===== src/rtl/serial_word_comparator.sv =====
// Bit-serial, MSB-first comparator for two WIDTH-bit words.
// Reports EQ/GT/LT and Hamming distance with a START/BUSY/DONE handshake.

module bit_comparison (
    input  logic A,
    input  logic B,
    output logic Y
);
    assign Y = ~(A ^ B);
endmodule

module serial_word_comparator #(
    parameter int WIDTH = 8,
    parameter int CNT_W = $clog2(WIDTH + 1)
) (
    input  logic             CLK,
    input  logic             RESET,
    input  logic             START,
    input  logic             BIT_VALID,
    input  logic             A,
    input  logic             B,
    output logic             BUSY,
    output logic             DONE,
    output logic             EQ,
    output logic             GT,
    output logic             LT,
    output logic [CNT_W-1:0] MISMATCH_CNT,
    output logic [1:0]       STATE_DBG
);

    typedef enum logic [1:0] {
        S_IDLE  = 2'd0,
        S_SHIFT = 2'd1,
        S_FIN   = 2'd2
    } state_t;

    localparam logic [CNT_W-1:0] LAST_BIT = CNT_W'(WIDTH - 1);

    state_t           state_q, state_d;
    logic [CNT_W-1:0] bit_cnt_q, bit_cnt_d;
    logic [CNT_W-1:0] mis_q, mis_d;
    logic             decided_q, decided_d;
    logic             gt_acc_q, gt_acc_d;
    logic             lt_acc_q, lt_acc_d;
    logic             eq_q, eq_d;
    logic             gt_q, gt_d;
    logic             lt_q, lt_d;
    logic [CNT_W-1:0] cnt_out_q, cnt_out_d;
    logic             done_q, done_d;

    logic             bit_eq;
    logic             accept;
    logic             sample;

    bit_comparison u_bit_comparison (
        .A (A),
        .B (B),
        .Y (bit_eq)
    );

    always_comb begin
        state_d   = state_q;
        bit_cnt_d = bit_cnt_q;
        mis_d     = mis_q;
        decided_d = decided_q;
        gt_acc_d  = gt_acc_q;
        lt_acc_d  = lt_acc_q;
        eq_d      = eq_q;
        gt_d      = gt_q;
        lt_d      = lt_q;
        cnt_out_d = cnt_out_q;
        done_d    = 1'b0;
        accept    = 1'b0;
        sample    = 1'b0;

        case (state_q)
            S_IDLE: begin
                if (START) begin
                    state_d = S_SHIFT;
                    accept  = 1'b1;
                end
            end
            S_SHIFT: begin
                // START is deliberately not looked at here: a word in flight cannot be restarted.
                if (BIT_VALID) begin
                    sample = 1'b1;
                    if (bit_cnt_q == LAST_BIT) begin
                        state_d = S_FIN;
                    end
                end
            end
            S_FIN: begin
                if (START) begin
                    state_d = S_SHIFT;
                    accept  = 1'b1;
                end else begin
                    state_d = S_IDLE;
                end
            end
            default: state_d = S_IDLE;
        endcase

        if (accept) begin
            bit_cnt_d = '0;
            mis_d     = '0;
            decided_d = 1'b0;
            gt_acc_d  = 1'b0;
            lt_acc_d  = 1'b0;
        end

        if (sample) begin
            bit_cnt_d = bit_cnt_q + 1'b1;
            if (!bit_eq) begin
                mis_d = mis_q + 1'b1;
                // Only the first (most significant) difference sets the ordering.
                if (!decided_q) begin
                    decided_d = 1'b1;
                    gt_acc_d  = A & ~B;
                    lt_acc_d  = ~A & B;
                end
            end
            if (bit_cnt_q == LAST_BIT) begin
                eq_d      = ~decided_d;
                gt_d      = gt_acc_d;
                lt_d      = lt_acc_d;
                cnt_out_d = mis_d;
                done_d    = 1'b1;
            end
        end
    end

    always_ff @(posedge CLK or posedge RESET) begin
        if (RESET) begin
            state_q   <= S_IDLE;
            bit_cnt_q <= '0;
            mis_q     <= '0;
            decided_q <= 1'b0;
            gt_acc_q  <= 1'b0;
            lt_acc_q  <= 1'b0;
            eq_q      <= 1'b0;
            gt_q      <= 1'b0;
            lt_q      <= 1'b0;
            cnt_out_q <= '0;
            done_q    <= 1'b0;
        end else begin
            state_q   <= state_d;
            bit_cnt_q <= bit_cnt_d;
            mis_q     <= mis_d;
            decided_q <= decided_d;
            gt_acc_q  <= gt_acc_d;
            lt_acc_q  <= lt_acc_d;
            eq_q      <= eq_d;
            gt_q      <= gt_d;
            lt_q      <= lt_d;
            cnt_out_q <= cnt_out_d;
            done_q    <= done_d;
        end
    end

    assign BUSY         = (state_q == S_SHIFT);
    assign DONE         = done_q;
    assign EQ           = eq_q;
    assign GT           = gt_q;
    assign LT           = lt_q;
    assign MISMATCH_CNT = cnt_out_q;
    assign STATE_DBG    = state_q;

endmodule


===== config.mk =====
export PLATFORM = sky130hd
export DESIGN_NAME = serial_word_comparator
export DESIGN_NICKNAME = d
export VERILOG_FILES = /design/src/rtl/serial_word_comparator.sv
export SDC_FILE = /design/constraint.sdc
export NUM_CORES = 1
export LEC_CHECK = 0
export CORE_MARGIN = 4
export CORE_UTILIZATION = 47
export CTS_CLUSTER_DIAMETER = 150
export CTS_CLUSTER_SIZE = 40
export DETAILED_ROUTE_END_ITERATION = 8
export HOLD_SLACK_MARGIN = 0.03
export PLACE_DENSITY = 0.73
export SYNTH_ARGS = -nofsm -noshare
export SYNTH_HDL_FRONTEND = slang
export SYNTH_SLANG_ARGS = --single-unit
export TNS_END_PERCENT = 30

===== constraint.sdc =====
create_clock -name CLK -period 1.35 [get_ports CLK]
set_input_delay 0.27 -clock CLK [delete_from_list [all_inputs] [get_ports CLK]]
set_output_delay 0.27 -clock CLK [all_outputs]
set_load 0.03 [all_outputs]

==> summary.md, run 1 <==
| Metric | Value |
|---|---|
| Outcome | `finished with violations` |
| Failing checks | `setup timing` |
| Most frequent cells in the layout | `19 x dfrtp_1, 14 x buf_4, 11 x nand2_1` |
| CTS H-tree lvls | `1` |
| Root Driver | `clkbuf_4` |
| Final Hold Viols | `0` |
| Headroom to the max-slew limit | `80.36%` |
| Buf+Inv Stages, Crit Path | `2` |
| Synthesized cell area | `1167 µm²` |
| Worst Hold Class | `in -> async` |
| Worst slew pin tran | `0.2957 ns` |
| Die height | `between 50 and 60 µm` |
| Initial antenna violation count | `0` |
| Period minus WS final | `approximately 1.4 ns` |
| CP max-delay cell | `dfrtp_2` |
| Area grow syn2layout | `24.97%` |
| Max Buffers Root-to-Sink | `2` |
| Clock Skew | `0.003711 ns` |
| Post-layout util | `a little under two thirds` |
| Power per cell area | `just over 2000 nW/µm²` |
| Filler cells | `between 150 and 200` |
| DR vias/cell | `5.374` |
| RSZ-0062 raised after global routing | `yes` |
| Fmax | `between 700 and 800 MHz` |
| Final ANT Viol Nets | `0` |
| HPWL Detailed | `1716 µm` |
| Clk Latency, worst-skew pair | `0.30 ns` |
| Crit-path leading delay family | `flip-flops` |
| Yosys warning total | `0` |
| Nets | `146` |
| Layout cells sized above 1 | `42.22%` |
| Setup CP Type | `reg -> out` |
| ANT cells | `0` |
| Post-synthesis mux area share | `5.681%` |
| Launch point of the worst path | `STATE_DBG[1]` |
| GR Util All Layers | `15.01%` |
| Clock network power share | `10.2%` |
| Critical Path Start Type | `flop` |
| Ys async rst share | `100.0%` |
| Comb power frac | `52.4%` |
| Int Pwr | `0.001671 W` |
| Commonest non-fill, non-tap cell in the layout | `dfrtp_1` |
| Detailed-route via count | `876` |
| Fin crit share | `102.4%` |
| IO Pins | `17` |
| Area share of the largest cell type after synthesis | `45.02%` |
| P_sw | `roughly 0.0013 W` |
| WP data arrival | `1.11 ns` |
| Clock sink total | `21` |
| Final routed DRC violation total | `0` |
| Register area share after synthesis | `45.02%` |
| RR Startpoint | `bit_cnt_q[0]` |
| CORE AREA | `2297 µm²` |
| DP Worst Slack | `-0.5471 ns` |
| Largest area contributor in the netlist | `dfrtp_1` |
| Post-DR wirelength/cell | `13.58 µm` |
| Syn Nets | `116` |
| P_leak | `0.6540 nW` |
| Largest family of logic cells by synthesized area | `simple AND/OR/NAND/NOR gates` |
| Total CTS buffers | `3` |
| Seq pwr share | `37.4%` |
| Most used DFF post-synth | `dfrtp_1` |
| Setup-failing EPs final | `1` |
| Post-synthesis adder-cell area fraction | `4.287%` |
| GRT overflow | `0` |
| Synth Area in Simple Gates | `18.97%` |
| Final slew viol count | `0` |
| Initial detailed-routing violation count | `11` |
| Max_cap viols | `0` |
| Critical path peak fanout | `5` |
| Sw Ratio | `~43%` |
| Synth Instances | `106` |
| Compound-gate portion of the synthesized area | `18.22%` |
| Crit path required time | `1.08 ns` |
| Initial DRT Pass Iterations | `3` |
| EDFF count, synth | `0` |
| First-pass GRT wire length | `3912 µm` |
| Die W | `57.84 µm` |
| Synth Area in XOR/XNOR | `~1.5%` |
| Die area | `3345 µm²` |
| Largest stage delay, worst path | `0.46 ns` |
| Yosys cell types | `35` |
| I/O Buffers | `16` |
| Routability congestion estimate | `approximately 0.82` |
| Worst setup margin | `-0.03293 ns` |
| Crit path cell chain | `nand2b_4 > inv_8 > buf_6` |
| Largest net degree at the start of global routing | `22` |
| VDD IR max | `approximately 1.4 mV` |
| Starting Density | `50.82%` |
| Clk slew on worst S/H paths | `0.12 ns` |
| Row cnt | `17` |
| Setup crit end kind | `primary output` |
| CTS tree | `done` |
| Final wirelength | `2214 µm` |
| Top post-synthesis cells by area | `dfrtp_1 45%, a31oi_4 7.3%, ha_1 4.3%` |
| Register bit total from synthesis | `21` |
| Synth Area per Inst | `~11 µm²` |
| Vias in the first global route | `between 800 and 900` |
==> repair_timing <==
| action | in CTS | in global routing |
|---|---|---|
| setup buffers | 0 | 2 |
| gates resized for setup | 20 | 22 |
| hold buffers | 0 | 0 |
| pin swaps | 1 | 0 |
| endpoints found under the setup margin | 23 | 18 |
==> registers in the layout, summed over array words and instances, names as in the netlist <==
register / count
LT: 1
EQ: 1
lt_acc_q: 1
bit_cnt_q: 4
mis_q: 4
gt_acc_q: 1
decided_q: 1
STATE_DBG: 2
DONE: 1
MISMATCH_CNT: 4
GT: 1
==> cells in the mapped netlist, types with 2 or more instances <==
library cell and count:
a21oi_2 3, ha_1 4, mux2i_1 4, nand2b_1 3
inv_1 4, o21ai_0 7, nor2b_1 3, nand3b_1 2
buf_6 2, a21oi_1 9, nand3_1 7, a31oi_4 4
and4b_1 2, dfrtp_1 21, nand2_1 11
==> worst min-delay path: stages <==
cell	delay, ns
clkdlybuf4s50_1	0.40
inv_1	0.05
buf_4	0.26
==> path summary, 6_finish.rpt <==
path	end	slack (ns)	depth (start not counted)
worst max-delay path	BUSY	-0.03	3
worst min-delay path	STATE_DBG[1]	0.29	3
worst max register to register	GT	0.01	5
worst min register to register	mis_q[3]	0.51	1
max in group asynchronous	STATE_DBG[0]	0.84	3
min in group CLK	mis_q[3]	0.51	1
==> routing by layer <==
layer | track usage [%] | wire (µm)
met5 | 0 | 0
met4 | 4.967 | 38
met3 | 2.895 | 95
met2 | 25.16 | 1125
met1 | 19.36 | 955
==> through the flow <==
step           hold slack (ns)  instances  total power [W]  cell area, µm²  TNS (ns)
2_1_floorplan           0.2464        106         0.002075            1177         0
3_3_place_gp            0.4733        157         0.002559            1403    -6.416
3_5_place_dp            0.4868        157         0.002620            1403    -7.035
4_1_cts                 0.2872        161         0.002900            1449   -0.2661
5_1_grt                 0.2987        163         0.003167            1459   -0.3713
6_report                0.2873        163         0.002938            1459  -0.03293
==> power by group through the flow <==
stage          sequential, W  clock (W)  combinational [W]
5_1_grt              0.00114   0.000337            0.00169
2_1_floorplan        0.00130          0           0.000773
3_5_place_dp         0.00109          0            0.00153
4_1_cts              0.00108   0.000315            0.00150
3_3_place_gp         0.00107          0            0.00149
6_report             0.00110   0.000299            0.00154
==> area by class of cell <==
class	count	area [µm²]	share of cell area, %
Clock buffer	3	22.52	1.544
Clock inverter	1	5.005	0.3431
Inverter	5	26.28	1.801
Multi-Input combinational cell	75	618.1	42.37
Sequential cell	21	528.0	36.19
Tap cell	28	35.03	2.401
Timing Repair Buffer	30	224.0	15.35
==> cell families after synthesis <==
logic type / count (synthesis)
fa+ha+maj: 4
mux: 6
xor+xnor: 2
buf+inv: 10
flops: 21
compound gates: 26
simple gates: 37
(Power assumes the default switching activity.)
==> run 2, diff against run 1 <==
- PLACE_DENSITY: 0.73 -> 0.74
- SYNTH_HIERARCHICAL: unset -> 1
==> summary.md, run 2 <==
| Metric | Value |
|---|---|
| Outcome | `finished with violations (unchanged)` |
| Failing checks | `setup timing (unchanged)` |
| Synth cell count leaders | `21 x dfrtp_1, 7 x a21oi_1, 6 x o21ai_0 (was 21 x dfrtp_1, 11 x nand2_1, 9 x a21oi_1)` |
| Die W | `56.51 µm (was 57.84 µm)` |
| Final cell count without fillers | `161 (was 163)` |
| Clock Skew | `0.001907 ns (was 0.003711 ns)` |
| Largest stage delay, worst path | `0.45 ns (was 0.46 ns)` |
| Setup-failing EPs final | `4 (was 1)` |
| Buf+Inv Stages, Crit Path | `3 (was 2)` |
| Post-layout util | `63.87% (was 63.51%)` |
| Total Power | `0.002895 W (was 0.002938 W)` |
| Final wirelength | `2303 µm (was 2214 µm)` |
| Final slew viol count | `0 (unchanged)` |
| Routability congestion estimate | `0.7812 (was 0.8215)` |
| Worst Hold Class | `in -> async (unchanged)` |
| Most frequent cell after synthesis | `dfrtp_1 (unchanged)` |
| Top post-synthesis cells by area | `dfrtp_1 48%, a21oi_2 4.0%, mux2i_1 3.6% (was dfrtp_1 45%, a31oi_4 7.3%, ha_1 4.3%)` |
| DR vias/cell | `5.422 (was 5.374)` |
| Synth Area per Inst | `10.84 µm² (was 11.01 µm²)` |
| Area share of the largest cell type after synthesis | `47.51% (was 45.02%)` |
| Die area | `3193 µm² (was 3345 µm²)` |
| CP max-delay cell | `dfrtp_2 (unchanged)` |
| Nets | `142 (was 146)` |
| IO Pins | `17 (unchanged)` |
| Most frequent CP cell | `buf_6` |
| Largest area contributor in the netlist | `dfrtp_1 (unchanged)` |
| First-pass GRT wire length | `3933 µm (was 3912 µm)` |
| Detailed-route via count | `873 (was 876)` |
| VDD IR max | `1.431 mV (was 1.426 mV)` |
| WP data arrival | `1.17 ns (was 1.11 ns)` |
| Final Hold Viols | `0 (unchanged)` |
| CORE AREA | `2233 µm² (was 2297 µm²)` |
| Synth Instances | `102 (was 106)` |
| Reg2Reg Setup Slack | `-0.02 ns (was 0.01 ns)` |
| Layout cells sized above 1 | `39.10% (was 42.22%)` |
| CTS H-tree lvls | `1 (unchanged)` |
| Post-DR wirelength/cell | `14.30 µm (was 13.58 µm)` |
| Crit-path leading delay family | `flip-flops (unchanged)` |
| Setup CP Type | `reg -> out (unchanged)` |
| Die height | `56.51 µm (was 57.84 µm)` |
| Clk slew on worst S/H paths | `0.11 ns (was 0.12 ns)` |
| Final TNS setup | `-0.1375 ns (was -0.03293 ns)` |
| Placed cell count | `153 (was 157)` |
| GRT overflow | `0 (unchanged)` |
| Total CTS buffers | `3 (unchanged)` |
| I/O Buffers | `16 (unchanged)` |
| Worst setup margin | `-0.09259 ns (was -0.03293 ns)` |
| Final routed DRC violation total | `0 (unchanged)` |
| Most used DFF post-synth | `dfrtp_1 (unchanged)` |
| Yosys cell types | `35 (unchanged)` |
| Area grow syn2layout | `28.96% (was 24.97%)` |
| Initial detailed-routing violation count | `20 (was 11)` |
| Synthesized cell area | `1106 µm² (was 1167 µm²)` |
| Hold Buf Count CTS | `0 (unchanged)` |
| HPWL Detailed | `1694 µm (was 1716 µm)` |
| Syn Nets | `110 (was 116)` |
| Commonest non-fill, non-tap cell in the layout | `dfrtp_1 (unchanged)` |
| Period minus WS final | `1.443 ns (was 1.383 ns)` |
| Critical path peak fanout | `3 (was 5)` |
| ANT cells | `0 (unchanged)` |
| Critical Path Start Type | `flop (unchanged)` |
| Worst slew pin tran | `0.3748 ns (was 0.2957 ns)` |
| EDFF count, synth | `0 (unchanged)` |
| Fmax | `693.2 MHz (was 723.1 MHz)` |
| Clk Latency, worst-skew pair | `0.30 ns (about the same)` |
| Most frequent cells in the layout | `19 x dfrtp_1, 16 x buf_4, 8 x a21oi_2 (was 19 x dfrtp_1, 14 x buf_4, 11 x nand2_1)` |
| Crit path required time | `1.08 ns (about the same)` |
| Initial antenna violation count | `0 (unchanged)` |
| GR Util All Layers | `15.65% (was 15.01%)` |
| P_leak | `0.6714 nW (was 0.6540 nW)` |
| Vias in the first global route | `836 (was 868)` |
| Crit path cell chain | `buf_6 > nand2b_4 > clkinv_4 > buf_6 (was nand2b_4 > inv_8 > buf_6)` |
| RSZ-0062 raised after global routing | `yes (unchanged)` |
| Row cnt | `17 (unchanged)` |
| Register bit total from synthesis | `21 (unchanged)` |
| CTS tree | `done (unchanged)` |
| Largest net degree at the start of global routing | `22 (unchanged)` |
| Initial DRT Pass Iterations | `4 (was 3)` |
| Min Hold Slack | `0.2982 ns (was 0.2873 ns)` |
| Max Buffers Root-to-Sink | `2 (unchanged)` |
| Root Driver | `clkbuf_4 (unchanged)` |
| Max_cap viols | `0 (unchanged)` |
| Register area share after synthesis | `47.51% (was 45.02%)` |
| Starting Density | `49.52% (was 50.82%)` |
| Clock sink total | `21 (unchanged)` |
| Fin crit share | `106.9% (was 102.4%)` |
| Setup crit end kind | `primary output (unchanged)` |
| Ys async rst share | `100.0% (unchanged)` |
| Headroom to the max-slew limit | `75.01% (was 80.36%)` |
| Yosys warning total | `6 (was 0)` |
| Power per cell area | `2030 nW/µm² (was 2014 nW/µm²)` |
| Final ANT Viol Nets | `0 (unchanged)` |
-- run 2: metrics by stage --
step | worst slack, ns | cell area (µm²)
after floorplan | 0.01227 | 1109
after global placement | -0.4009 | 1343
after detailed placement | -0.4413 | 1343
after CTS | -0.1005 | 1421
after global routing | -0.1422 | 1426
final | -0.09259 | 1426
-- run 2: cells by family (layout without fill, tap and decap cells) --
logic type	count (synthesis)	count (layout)	share of synthesized area (%)
fa+ha+maj	2	2	2.262
mux	4	4	3.620
xor+xnor	3	3	2.376
buf+inv	9	40	5.655
compound gates	32	32	19.46
flops	21	21	47.51
simple gates	31	31	19.12
-- run 2: area by class of cell --
cell class,count,area [µm²]
clock buffers,4,26.28
repair buffers,32,247.7
fillers,189,807.0
well taps,28,35.03
multi-input cells,72,569.3
inverters,4,20.02
flip-flops and latches,21,528.0
-- run 2: timing repair --
item / 4_1_cts / 5_1_grt
resized for setup: 23 / 14
endpoints found under the setup margin: 21 / 25
endpoints found under the hold margin: 0 / 0
setup buffers: 2 / 2
gates cloned: 0 / 0
pin swaps: 1 / 1
-- run 2: final timing paths --
| kind | from | to | cells after the start |
|---|---|---|---|
| min in group CLK | mis_q[3] | mis_q[3] | 1 |
| max in group asynchronous | RESET | STATE_DBG[1] | 3 |
| worst max-delay path | STATE_DBG[1] | BUSY | 4 |
| worst min-delay path | RESET | bit_cnt_q[2] | 3 |
| worst min register to register | mis_q[3] | mis_q[3] | 1 |
| worst max register to register | bit_cnt_q[1] | EQ | 5 |
-- run 2: worst min-delay path: stages --
cell and delay, ns:
clkdlybuf4s50_1 0.40, inv_1 0.06, buf_4 0.27
-- run 2: power by group --
group	switching, W	leakage (nW)	internal [W]	total [W]
combinational	0.000850	0.393	0.000636	0.00149
clock	0.000189	0.0150	0.000115	0.000305
sequential	0.000219	0.263	0.000885	0.00110
total	0.00126	0.671	0.00164	0.00289
-- run 2: layer usage --
layer  vias to the layer above  wire length [µm]  global-route usage, %
li1                        425                 -                      -
met1                       430              1025                  18.54
met2                        13              1168                  27.56
met3                         5                75                  3.678
met4                         0                34                  5.085
met5                         -                 0                      0
